`src/rtl/cdb_arb_pkg.sv`:
```
// cdb_arb_pkg: shared constants for the CDB arbiter slice.
//   SRC_RS / SRC_LSB     : encoding of CDB_src and of the last-grant record
//   ROB_WIDTH_DEF        : default width of an RoB index
//   ADDR_WIDTH_DEF       : default width of next_pc
//   DATA_WIDTH           : width of a result value
//   PAYLOAD_WIDTH_DEF    : queue entry width {RoB index, value, next_pc}
//   payload_width()      : queue entry width for non-default parameters
package cdb_arb_pkg;

    localparam logic SRC_RS  = 1'b0;
    localparam logic SRC_LSB = 1'b1;

    localparam int ROB_WIDTH_DEF     = 4;
    localparam int ADDR_WIDTH_DEF    = 32;
    localparam int DATA_WIDTH        = 32;
    localparam int PAYLOAD_WIDTH_DEF = ROB_WIDTH_DEF + DATA_WIDTH + ADDR_WIDTH_DEF;

    function automatic int payload_width(input int rob_w, input int addr_w);
        return rob_w + DATA_WIDTH + addr_w;
    endfunction

endpackage

```
`src/rtl/cdb_arbiter_if.sv`:
```
// cdb_arbiter_if: producer handshakes and CDB broadcast of the arbiter.
//   RSARB_*   : RS/ALU result offered to the arbiter (en, RoB index, value, next_pc)
//   ARBRS_ready
//   LSBARB_*  : load/store completion offered to the arbiter (en, RoB index, value)
//   ARBLSB_ready
//   CDB_*     : registered broadcast (en, RoB index, value, next_pc, src)
// Handshake: a result transfers at a rising edge where xx_en and ARBxx_ready
// are both 1 (with the arbiter enabled and not flushing). ready depends only
// on registered queue occupancy, never on en; a producer must not raise en
// while ready is 0. CDB_en is a one-cycle pulse with no back-pressure.
// modport slave  : the arbiter side
// modport master : the producers/consumers side
interface cdb_arbiter_if
    import cdb_arb_pkg::*;
#(
    parameter int RoB_WIDTH  = ROB_WIDTH_DEF,
    parameter int ADDR_WIDTH = ADDR_WIDTH_DEF
);
    logic                  RSARB_en;
    logic [RoB_WIDTH-1:0]  RSARB_RoB_index;
    logic [DATA_WIDTH-1:0] RSARB_value;
    logic [ADDR_WIDTH-1:0] RSARB_next_pc;
    logic                  ARBRS_ready;

    logic                  LSBARB_en;
    logic [RoB_WIDTH-1:0]  LSBARB_RoB_index;
    logic [DATA_WIDTH-1:0] LSBARB_value;
    logic                  ARBLSB_ready;

    logic                  CDB_en;
    logic [RoB_WIDTH-1:0]  CDB_RoB_index;
    logic [DATA_WIDTH-1:0] CDB_value;
    logic [ADDR_WIDTH-1:0] CDB_next_pc;
    logic                  CDB_src;

    modport slave (
        input  RSARB_en, RSARB_RoB_index, RSARB_value, RSARB_next_pc,
        input  LSBARB_en, LSBARB_RoB_index, LSBARB_value,
        output ARBRS_ready, ARBLSB_ready,
        output CDB_en, CDB_RoB_index, CDB_value, CDB_next_pc, CDB_src
    );

    modport master (
        output RSARB_en, RSARB_RoB_index, RSARB_value, RSARB_next_pc,
        output LSBARB_en, LSBARB_RoB_index, LSBARB_value,
        input  ARBRS_ready, ARBLSB_ready,
        input  CDB_en, CDB_RoB_index, CDB_value, CDB_next_pc, CDB_src
    );

endinterface

```
`src/rtl/cdb_arb_fifo.sv`:
```
// cdb_arb_fifo: small private result queue for one CDB producer.
//   Sys_clk, Sys_rst_n : clock, asynchronous active-low reset
//   push, din          : write din at the tail (ignored when full)
//   pop                : drop the head (ignored when empty)
//   flush              : clear the queue; wins over push and pop
//   hold               : freeze all state, including flush
//   head               : current head entry (stale when empty)
//   count, full, empty : occupancy
module cdb_arb_fifo #(
    parameter int WIDTH     = 8,
    parameter int DEPTH     = 2,
    parameter int PTR_WIDTH = 1
) (
    input  logic                 Sys_clk,
    input  logic                 Sys_rst_n,
    input  logic                 push,
    input  logic                 pop,
    input  logic                 flush,
    input  logic                 hold,
    input  logic [WIDTH-1:0]     din,
    output logic [WIDTH-1:0]     head,
    output logic [PTR_WIDTH:0]   count,
    output logic                 full,
    output logic                 empty
);
    localparam int               CW      = PTR_WIDTH + 1;
    localparam logic [CW-1:0]    DEPTH_C = CW'(DEPTH);

    logic [WIDTH-1:0]     mem [DEPTH];
    logic [PTR_WIDTH-1:0] wr_ptr;
    logic [PTR_WIDTH-1:0] rd_ptr;
    logic                 do_push;
    logic                 do_pop;

    assign full    = (count == DEPTH_C);
    assign empty   = (count == '0);
    assign head    = mem[rd_ptr];
    assign do_push = push && !full  && !hold && !flush;
    assign do_pop  = pop  && !empty && !hold && !flush;

    // Pointers are exactly log2(DEPTH) bits, so they wrap on their own.
    always_ff @(posedge Sys_clk or negedge Sys_rst_n) begin
        if (!Sys_rst_n) begin
            wr_ptr <= '0;
            rd_ptr <= '0;
            count  <= '0;
        end else if (flush && !hold) begin
            wr_ptr <= '0;
            rd_ptr <= '0;
            count  <= '0;
        end else begin
            if (do_push) wr_ptr <= wr_ptr + PTR_WIDTH'(1);
            if (do_pop)  rd_ptr <= rd_ptr + PTR_WIDTH'(1);
            unique case ({do_push, do_pop})
                2'b10:   count <= count + CW'(1);
                2'b01:   count <= count - CW'(1);
                default: ;
            endcase
        end
    end

    // Storage needs no reset: occupancy alone decides which entries are live.
    always_ff @(posedge Sys_clk) begin
        if (do_push) mem[wr_ptr] <= din;
    end

endmodule

```
`src/rtl/cdb_arbiter.sv`:
```
// cdb_arbiter: round-robin share of the CDB write-back path between the
// RS/ALU producer and the load-store buffer.
//   Sys_clk, Sys_rst_n  : clock, asynchronous active-low reset
//   Sys_rdy             : global enable; 0 holds all state, no broadcast
//   RoBARB_pre_judge    : 0 flushes both queues (mispredict)
//   bus (slave)         : producer handshakes and registered CDB broadcast
// Optional macro CDB_ARB_STATS_EN adds stat_rs_grants, stat_lsb_grants and
// stat_conflicts (32-bit wrapping counters, cleared only by reset).
module cdb_arbiter
    import cdb_arb_pkg::*;
#(
    parameter int RoB_WIDTH      = ROB_WIDTH_DEF,
    parameter int ADDR_WIDTH     = ADDR_WIDTH_DEF,
    parameter int FIFO_DEPTH     = 2,
    parameter int FIFO_PTR_WIDTH = 1
) (
    input  logic          Sys_clk,
    input  logic          Sys_rst_n,
    input  logic          Sys_rdy,
    input  logic          RoBARB_pre_judge,
    cdb_arbiter_if.slave  bus
`ifdef CDB_ARB_STATS_EN
    ,
    output logic [31:0]   stat_rs_grants,
    output logic [31:0]   stat_lsb_grants,
    output logic [31:0]   stat_conflicts
`endif
);
    localparam int            PW      = payload_width(RoB_WIDTH, ADDR_WIDTH);
    localparam int            CW      = FIFO_PTR_WIDTH + 1;
    localparam logic [CW-1:0] DEPTH_C = CW'(FIFO_DEPTH);

    logic [PW-1:0] rs_din, lsb_din, rs_head, lsb_head, sel_head;
    logic [CW-1:0] rs_count, lsb_count;
    logic          rs_full, rs_empty, lsb_full, lsb_empty;
    logic          active, flush, grant_rs, grant_lsb, both_pending;
    logic          last_grant;

    logic                  cdb_en_q;
    logic [RoB_WIDTH-1:0]  cdb_idx_q;
    logic [DATA_WIDTH-1:0] cdb_value_q;
    logic [ADDR_WIDTH-1:0] cdb_pc_q;
    logic                  cdb_src_q;

    assign active = Sys_rdy && RoBARB_pre_judge;
    assign flush  = Sys_rdy && !RoBARB_pre_judge;

    // LSB results carry no next_pc; a zero field is broadcast for them.
    assign rs_din  = {bus.RSARB_RoB_index, bus.RSARB_value, bus.RSARB_next_pc};
    assign lsb_din = {bus.LSBARB_RoB_index, bus.LSBARB_value, {ADDR_WIDTH{1'b0}}};

    // Round-robin on the registered heads: a tie goes to the queue that did
    // not win last time, otherwise the only non-empty queue wins.
    assign both_pending = !rs_empty && !lsb_empty;
    assign grant_rs     = !rs_empty && (lsb_empty || last_grant == SRC_LSB);
    assign grant_lsb    = !lsb_empty && !grant_rs;
    assign sel_head     = grant_rs ? rs_head : lsb_head;

    cdb_arb_fifo #(.WIDTH(PW), .DEPTH(FIFO_DEPTH), .PTR_WIDTH(FIFO_PTR_WIDTH)) u_rs_fifo (
        .Sys_clk   (Sys_clk),
        .Sys_rst_n (Sys_rst_n),
        .push      (bus.RSARB_en && !rs_full),
        .pop       (active && grant_rs),
        .flush     (flush),
        .hold      (!Sys_rdy),
        .din       (rs_din),
        .head      (rs_head),
        .count     (rs_count),
        .full      (rs_full),
        .empty     (rs_empty)
    );

    cdb_arb_fifo #(.WIDTH(PW), .DEPTH(FIFO_DEPTH), .PTR_WIDTH(FIFO_PTR_WIDTH)) u_lsb_fifo (
        .Sys_clk   (Sys_clk),
        .Sys_rst_n (Sys_rst_n),
        .push      (bus.LSBARB_en && !lsb_full),
        .pop       (active && grant_lsb),
        .flush     (flush),
        .hold      (!Sys_rdy),
        .din       (lsb_din),
        .head      (lsb_head),
        .count     (lsb_count),
        .full      (lsb_full),
        .empty     (lsb_empty)
    );

    // Ready looks only at registered occupancy, so there is no path from en
    // or from a same-cycle pop.
    assign bus.ARBRS_ready  = (rs_count  < DEPTH_C);
    assign bus.ARBLSB_ready = (lsb_count < DEPTH_C);

    // Payload registers only load on a grant, so stale values stay visible
    // while CDB_en is low.
    always_ff @(posedge Sys_clk or negedge Sys_rst_n) begin
        if (!Sys_rst_n) begin
            cdb_en_q    <= 1'b0;
            cdb_idx_q   <= '0;
            cdb_value_q <= '0;
            cdb_pc_q    <= '0;
            cdb_src_q   <= SRC_RS;
            last_grant  <= SRC_LSB;
        end else if (!Sys_rdy) begin
            cdb_en_q <= 1'b0;
        end else if (!RoBARB_pre_judge) begin
            cdb_en_q   <= 1'b0;
            last_grant <= SRC_LSB;
        end else if (grant_rs || grant_lsb) begin
            cdb_en_q                            <= 1'b1;
            {cdb_idx_q, cdb_value_q, cdb_pc_q}  <= sel_head;
            cdb_src_q                           <= grant_rs ? SRC_RS : SRC_LSB;
            last_grant                          <= grant_rs ? SRC_RS : SRC_LSB;
        end else begin
            cdb_en_q <= 1'b0;
        end
    end

    assign bus.CDB_en        = cdb_en_q;
    assign bus.CDB_RoB_index = cdb_idx_q;
    assign bus.CDB_value     = cdb_value_q;
    assign bus.CDB_next_pc   = cdb_pc_q;
    assign bus.CDB_src       = cdb_src_q;

`ifdef CDB_ARB_STATS_EN
    // Flush does not clear the counters; only reset does.
    always_ff @(posedge Sys_clk or negedge Sys_rst_n) begin
        if (!Sys_rst_n) begin
            stat_rs_grants  <= '0;
            stat_lsb_grants <= '0;
            stat_conflicts  <= '0;
        end else if (active && (grant_rs || grant_lsb)) begin
            if (grant_rs) stat_rs_grants  <= stat_rs_grants + 32'd1;
            else          stat_lsb_grants <= stat_lsb_grants + 32'd1;
            if (both_pending) stat_conflicts <= stat_conflicts + 32'd1;
        end
    end
`else
    logic both_pending_unused;
    assign both_pending_unused = both_pending;
`endif

endmodule

```
`src/flat_wrapper.sv`:
```
// flat-port wrapper written by rule: the top's interface ports become plain ports
module cdb_arbiter_flat import cdb_arb_pkg::*;
#(
    parameter int RoB_WIDTH      = ROB_WIDTH_DEF,
    parameter int ADDR_WIDTH     = ADDR_WIDTH_DEF,
    parameter int FIFO_DEPTH     = 2,
    parameter int FIFO_PTR_WIDTH = 1
)
  (Sys_clk, Sys_rst_n, Sys_rdy, RoBARB_pre_judge, bus_RSARB_en, bus_RSARB_RoB_index, bus_RSARB_value, bus_RSARB_next_pc, bus_LSBARB_en, bus_LSBARB_RoB_index, bus_LSBARB_value, bus_ARBRS_ready, bus_ARBLSB_ready, bus_CDB_en, bus_CDB_RoB_index, bus_CDB_value, bus_CDB_next_pc, bus_CDB_src);
  cdb_arbiter_if #(.RoB_WIDTH(RoB_WIDTH), .ADDR_WIDTH(ADDR_WIDTH)) bus_i ();
  input  logic Sys_clk;
  input  logic Sys_rst_n;
  input  logic Sys_rdy;
  input  logic RoBARB_pre_judge;
  input wire logic [$bits(bus_i.RSARB_en)-1:0] bus_RSARB_en;
  input wire logic [$bits(bus_i.RSARB_RoB_index)-1:0] bus_RSARB_RoB_index;
  input wire logic [$bits(bus_i.RSARB_value)-1:0] bus_RSARB_value;
  input wire logic [$bits(bus_i.RSARB_next_pc)-1:0] bus_RSARB_next_pc;
  input wire logic [$bits(bus_i.LSBARB_en)-1:0] bus_LSBARB_en;
  input wire logic [$bits(bus_i.LSBARB_RoB_index)-1:0] bus_LSBARB_RoB_index;
  input wire logic [$bits(bus_i.LSBARB_value)-1:0] bus_LSBARB_value;
  output wire logic [$bits(bus_i.ARBRS_ready)-1:0] bus_ARBRS_ready;
  output wire logic [$bits(bus_i.ARBLSB_ready)-1:0] bus_ARBLSB_ready;
  output wire logic [$bits(bus_i.CDB_en)-1:0] bus_CDB_en;
  output wire logic [$bits(bus_i.CDB_RoB_index)-1:0] bus_CDB_RoB_index;
  output wire logic [$bits(bus_i.CDB_value)-1:0] bus_CDB_value;
  output wire logic [$bits(bus_i.CDB_next_pc)-1:0] bus_CDB_next_pc;
  output wire logic [$bits(bus_i.CDB_src)-1:0] bus_CDB_src;
  assign bus_i.RSARB_en = bus_RSARB_en;
  assign bus_i.RSARB_RoB_index = bus_RSARB_RoB_index;
  assign bus_i.RSARB_value = bus_RSARB_value;
  assign bus_i.RSARB_next_pc = bus_RSARB_next_pc;
  assign bus_i.LSBARB_en = bus_LSBARB_en;
  assign bus_i.LSBARB_RoB_index = bus_LSBARB_RoB_index;
  assign bus_i.LSBARB_value = bus_LSBARB_value;
  assign bus_ARBRS_ready = bus_i.ARBRS_ready;
  assign bus_ARBLSB_ready = bus_i.ARBLSB_ready;
  assign bus_CDB_en = bus_i.CDB_en;
  assign bus_CDB_RoB_index = bus_i.CDB_RoB_index;
  assign bus_CDB_value = bus_i.CDB_value;
  assign bus_CDB_next_pc = bus_i.CDB_next_pc;
  assign bus_CDB_src = bus_i.CDB_src;
  cdb_arbiter #(.RoB_WIDTH(RoB_WIDTH), .ADDR_WIDTH(ADDR_WIDTH), .FIFO_DEPTH(FIFO_DEPTH), .FIFO_PTR_WIDTH(FIFO_PTR_WIDTH)) u_core (.Sys_clk(Sys_clk), .Sys_rst_n(Sys_rst_n), .Sys_rdy(Sys_rdy), .RoBARB_pre_judge(RoBARB_pre_judge), .bus(bus_i));
endmodule
```
`config.mk`:
```
export PLATFORM = sky130hd
export DESIGN_NAME = cdb_arbiter_flat
export DESIGN_NICKNAME = d
export VERILOG_FILES = /design/src/rtl/cdb_arb_pkg.sv /design/src/rtl/cdb_arbiter_if.sv /design/src/rtl/cdb_arb_fifo.sv /design/src/rtl/cdb_arbiter.sv /design/src/flat_wrapper.sv
export SDC_FILE = /design/constraint.sdc
export NUM_CORES = 1
export LEC_CHECK = 0
export CORE_ASPECT_RATIO = 0.6
export CORE_MARGIN = 2
export CORE_UTILIZATION = 40
export CTS_BUF_LIST = sky130_fd_sc_hd__clkbuf_16
export DETAILED_ROUTE_END_ITERATION = 10
export PLACE_DENSITY_LB_ADDON = 0.08
export SYNTH_ARGS = -nofsm -noshare
export SYNTH_HDL_FRONTEND = slang
export SYNTH_SLANG_ARGS = --single-unit
```
`constraint.sdc`:
```
create_clock -name Sys_clk -period 10.3 [get_ports Sys_clk]
set_clock_uncertainty 0.2 [all_clocks]
set_input_delay 1.545 -clock Sys_clk [delete_from_list [all_inputs] [get_ports Sys_clk]]
set_output_delay 1.545 -clock Sys_clk [all_outputs]
set_load 0.005 [all_outputs]
```
==> reports/results.ini, run 1 <==
[routing]
drt_iter0_drc = 348
drtPass1Iterations = 5
vias = 6439
wire_per_inst_um = 19.7
ant_nets = 0
wirelength_um = 24900
avgViaCountPerCell = 5.09
drc = 0

[synth]
ys_ff_latch = 287
yosysSeqAreaShare = 0.747
yosysWarnings = 0
synthTopCellsByArea = edfxtp_1 57%, dfrtp_1 18%, a211oi_1 4.9%
synth_area_per_cell_um2 = 15.4
synth_nets = 824
synth_cell_types = 44
yosys.area.top_type_share = 0.567
syn_area_mm2 = 0.0110
synth_edf_count = 208
syn_inst = 714
synthArstFlopShare = 0.275
synth_top_area_cell = edfxtp_1
synth_ff_type = edfxtp_1

[final_layout]
fin_util = 0.520
n_antenna_cell = 0
drive_above_1_share = 0.0752
final_common_cell = edfxtp_1
syn_to_final_growth_pct = 26.4
nFillCells = 2207
seq_area_mm2 = 0.00823
multi_input_area_mm2 = 0.00248
nNetsFinal = 992
final_cell_mix = 208 x edfxtp_1, 180 x clkdlybuf4s50_1, 76 x dfrtp_1

[worst_setup_path]
critPathMaxFanout = 37
worstRegToRegCells = 4
max_stage_delay_ns = 1.08
cp_cell_sequence = clkdlybuf4s50_1 -> nand4_1 -> nor2_4 -> buf_4
crit_slowest_cell = nor2_4
cp.depth = 4
worstPathArrival_ns = 4.46
end_kind = register
critPathRequiredTime_ns = 10.29
worst_setup_path_start_kind = input pin
crit_type = in2reg
cp_num_buf_inv = 2
cpLargestDelayFamily = buffers and inverters

[global_routing]
antenna_found_initial = 1
grt_pass1_wl_um = 38300
grt_usage = 0.172
overflow = 0
grt_pass1_vias = 6675
grt_max_degree = 106

[place]
gp_congestion = 0.759
post-dp-hpwl_um = 15200
io_buffers = 181

[clocking]
tritoncts = built
clock_latency_ns = 0.55
cts_resized = 0
clkTransAtPathRegs_ns = 0.07
ctsHoldBuffers = 0
cts-root-buf = clkbuf_16
cts_setup_buffers = 0
numCtsBuffers = 28
clock-sinks = 287
htreeDepth = 1
clk_path_buf_depth = 3

[status]
status = complete, no violations

[hold_path]
hold_path_class = reg2reg
hold_depth = 2

[sta]
relSlewSlack = 0.117
finalSetupViolCount = 0
rsz0062_at_grt = false
finalCriticalPeriod_ns = 4.47
drv_slew = 0
fin_crit_sh = 0.434
max_freq_mhz = 224
tns_ns = 0
worst_pin_slew_ns = 1.32
finalHoldViolations = 0

[power_and_ir_drop]
ir_drop_mv = 0.108
leakage_nw = 4.86
p_per_area_mw_per_mm2 = 226

[floorplanning]
num_rows = 46
dieArea_mm2 = 0.0289
die_h_um = 133
ios = 182
initial_core_util = 0.412
fp.dieW_um = 218
coreArea_mm2 = 0.0268

[job]
max_cap_viol_count = 0

layout make-up:
class	count	area share
sequential	287	0.591
multi-input combinational	369	0.178
timing repair buffer	188	0.134
clock buffer	29	0.0521
tap	360	0.0323
clock inverter	23	0.0110
inverter	8	0.00216
worst register-to-register path: cells and delay by family (launching register included):
family / cells / cell delay (ns)
buf+inv: 1 / 0.58
simple gates: 3 / 1.55
flops: 1 / 0.54
flip-flops by register name (all words and copies together), names as in the netlist:
signal and flops:
u_core.u_lsb_fifo.count 2, u_core.u_rs_fifo.wr_ptr 1, u_core.u_rs_fifo.rd_ptr 1, u_core.u_lsb_fifo.mem 72
u_core.bus.CDB_en 1, u_core.u_rs_fifo.mem 136, u_core.last_grant 1, u_core.bus.CDB_RoB_index 4
u_core.u_lsb_fifo.rd_ptr 1, u_core.bus.CDB_value 32, u_core.bus.CDB_next_pc 32, u_core.u_rs_fifo.count 2
u_core.u_lsb_fifo.wr_ptr 1, u_core.bus.CDB_src 1
cell families after synthesis:
logic type	share of synthesized area
flops	0.747
compound gates	0.111
simple gates	0.0804
buf+inv	0.0319
mux	0.0300
per-stage QoR:
step | cell area, um2 | cells | worst slack, ns | hold slack, ns | power, W
2_1_floorplan | 11000 | 714 | 4.66 | 0.270 | 0.00183
3_3_place_gp | 13100 | 1212 | 5.38 | 0.262 | 0.00219
3_5_place_dp | 13100 | 1212 | 5.24 | 0.270 | 0.00221
4_1_cts | 13900 | 1264 | 5.81 | 0.285 | 0.00320
5_1_grt | 13900 | 1264 | 5.62 | 0.308 | 0.00331
6_report | 13900 | 1264 | 5.83 | 0.279 | 0.00315
synth_stat cells, drive strengths merged, types with 2 or more instances:
| cell type | number |
|---|---|
| a211oi | 72 |
| mux2i | 33 |
| o21ai | 39 |
| nand2 | 73 |
| nor2 | 9 |
| o31ai | 38 |
| a21oi | 6 |
| dfrtp | 78 |
| edfxtp | 208 |
| o21a | 2 |
| and4 | 2 |
| buf | 38 |
| nand3 | 2 |
| o22ai | 2 |
| nand4 | 3 |
| nor2b | 72 |
| nand2b | 3 |
| inv | 8 |
| clkbuf | 12 |
power by group:
part | switching (W) | internal [W]
clock | 0.000425 | 0.000557
combinational | 0.000297 | 0.000360
sequential | 0.000122 | 0.00139
final timing paths:
check / startpoint / endpoint / slack, ns
hold reg to reg: u_core.bus.CDB_value[11] / u_core.bus.CDB_value[11] / 0.28
setup reg to reg: u_core.u_rs_fifo.count[0] / u_core.u_rs_fifo.mem[1][43] / 7.05
setup / recovery: Sys_rdy / u_core.u_rs_fifo.mem[1][43] / 5.83
max in group asynchronous: Sys_rst_n / u_core.u_rs_fifo.rd_ptr / 7.95
min in group asynchronous: Sys_rst_n / u_core.bus.CDB_next_pc[31] / 0.74
hold / removal: u_core.bus.CDB_value[11] / u_core.bus.CDB_value[11] / 0.28
routing by layer:
| layer | vias to the layer above | global-route usage | part of all wire |
|---|---|---|---|
| li1 | 3020 | - | - |
| met1 | 3212 | 0.238 | 0.46 |
| met2 | 168 | 0.275 | 0.47 |
| met3 | 39 | 0.0411 | 0.056 |
| met4 | 0 | 0.0401 | 0.019 |
| met5 | - | 0 | 0 |
No activity file was read; power rests on OpenSTA's default activity.
==> inputs of run 2 (changes only) <==
==> constraint.sdc (replaced) <==
create_clock -name Sys_clk -period 3.9 [get_ports Sys_clk]
set_clock_uncertainty 0.2 [all_clocks]
set_input_delay 0.585 -clock Sys_clk [delete_from_list [all_inputs] [get_ports Sys_clk]]
set_output_delay 0.585 -clock Sys_clk [all_outputs]
set_load 0.005 [all_outputs]
==> reports/results.ini, run 2 (synthesis gave the netlist of run 1 again) <==
[final_layout]
largest_register_ff_count = 136
largest_register = u_core.u_rs_fifo.mem
syn_to_final_growth_pct = 26.6
largestRegisters = u_core.u_rs_fifo.mem: 136 flops, u_core.u_lsb_fifo.mem: 72 flops
final_common_cell = edfxtp_1
n_antenna_cell = 0
nNetsFinal = 996
fin_cells = 1267
drive_above_1_share = 0.0772
final_cell_mix = 208 x edfxtp_1, 180 x clkdlybuf4s50_1, 76 x dfrtp_1

[sta]
relSlewSlack = 0.181
fin_crit_sh = 0.667
tns_ns = 0
finalHoldViolations = 8
finalSetupViolCount = 0
holdWs_ns = -0.0204
max_freq_mhz = 384
finalCriticalPeriod_ns = 2.60
drv_slew = 0
rsz0062_at_grt = false
worst_pin_slew_ns = 1.22

[global_routing]
overflow = 0
grt_pass1_vias = 6430
grt_pass1_wl_um = 37200
grt_usage = 0.167
antenna_found_initial = 0
grt_max_degree = 106

[clocking]
cts_setup_buffers = 0
cts_resized = 0
tritoncts = built
cts-root-buf = clkbuf_16
htreeDepth = 1
clock_latency_ns = 0.54
ctsHoldBuffers = 0
numCtsBuffers = 27
clkTransAtPathRegs_ns = 0.06
clk_path_buf_depth = 3
clock-sinks = 287

[routing]
drtPass1Iterations = 4
ant_nets = 0
vias = 6351
drc = 0
wire_per_inst_um = 19.1
drt_iter0_drc = 322
avgViaCountPerCell = 5.01
wirelength_um = 24300

[power_and_ir_drop]
comb_power_share = 0.207
p_total_w = 0.00822
pwr-share-seq = 0.492
swShare = 0.267
p_per_area_mw_per_mm2 = 590
leakage_nw = 4.87
clock_power_share = 0.301
ir_drop_mv = 0.336
power.switching_w = 0.00219
p_int_w = 0.00603

[worst_setup_path]
cp_cell_sequence = clkdlybuf4s50_1 -> nand2_2 -> a21o_4 -> nand2_1 -> o31ai_1
end_kind = register
worst_setup_path_start_kind = input pin
endpoint = u_core.bus.CDB_RoB_index[3]
critPathMaxFanout = 105
cpLargestDelayFamily = compound AO/OA/AOI/OAI gates
crit_slowest_cell = a21o_4
cp_num_buf_inv = 1
rrSetupSlack_ns = 1.50
r2r-end = u_core.bus.CDB_next_pc[9]
worstPathArrival_ns = 2.83
crit_type = in2reg
max_stage_delay_ns = 0.87
worstRegToRegCells = 4
cp.depth = 5
critPathRequiredTime_ns = 4.12
timing.rr.start = u_core.u_lsb_fifo.count[0]
critPathLaunch = Sys_rdy

[place]
post-dp-hpwl_um = 15500
gp_congestion = 0.745
place_inst = 1217
io_buffers = 181

[floorplanning]
fp.dieW_um = 218
num_rows = 46
die_h_um = 133
dieArea_mm2 = 0.0289
initial_core_util = 0.412
ios = 182
coreArea_mm2 = 0.0268

[status]
violations = negative hold slack
status = complete, but fails checks

[job]
max_cap_viol_count = 0

[hold_path]
hold_path_class = in2async

## run 2: cell count changes in the layout (fill, tap and decap cells not counted)
cell        before  now
buf_4            8   11
buf_12           0    2
clkbuf_16       29   27
clkinv_1         6    8
clkinv_2         4    2
clkinv_4         0    2
clkinvlp_4       1    0
inv_1           17   16
## run 2: worst min-delay path by stage
stage,startpoint,to,slack (ns),depth (start not counted)
6_report,Sys_rst_n,u_core.bus.CDB_next_pc[30],-0.02,1
5_1_grt,Sys_rst_n,u_core.bus.CDB_next_pc[30],0.05,1
4_1_cts,Sys_rst_n,u_core.bus.CDB_next_pc[2],0.01,1
3_5_place_dp,u_core.bus.CDB_value[1],u_core.bus.CDB_value[1],0.27,2
3_3_place_gp,u_core.bus.CDB_value[5],u_core.bus.CDB_value[5],0.26,2
2_1_floorplan,Sys_rst_n,u_core.bus.CDB_RoB_index[0],0.09,0
## run 2: area by class of cell
class | count | area [um2]
Clock buffer | 27 | 676
Clock inverter | 23 | 156
Fill cell | 2283 | 12800
Inverter | 8 | 30.0
Multi-Input combinational cell | 369 | 2480
Sequential cell | 287 | 8230
Tap cell | 360 | 450
Timing Repair Buffer | 193 | 1920
## run 2: power groups by stage
stage                     registers (W)  logic [W]  clock network [W]
after floorplan                 0.00394   0.000886                  0
after global placement          0.00410    0.00169                  0
after CTS                       0.00405    0.00174            0.00256
after detailed placement        0.00411    0.00173                  0
after global routing            0.00410    0.00187            0.00268
final                           0.00404    0.00170            0.00248
## run 2: metal layers
metal | track usage | wire length (um)
met4 | 0.0295 | 313
met3 | 0.0359 | 1210
met5 | 0 | 0
met2 | 0.267 | 11300
met1 | 0.238 | 11400
## run 2: through the flow
stage               worst slack [ns]  instance area (um2)   util
finish                          1.30                13900  0.521
global route                    1.12                13900  0.521
CTS                             1.32                13900  0.521
detailed placement             0.746                13100  0.490
global placement               0.832                13100  0.490
floorplan                     -0.782                11000      -
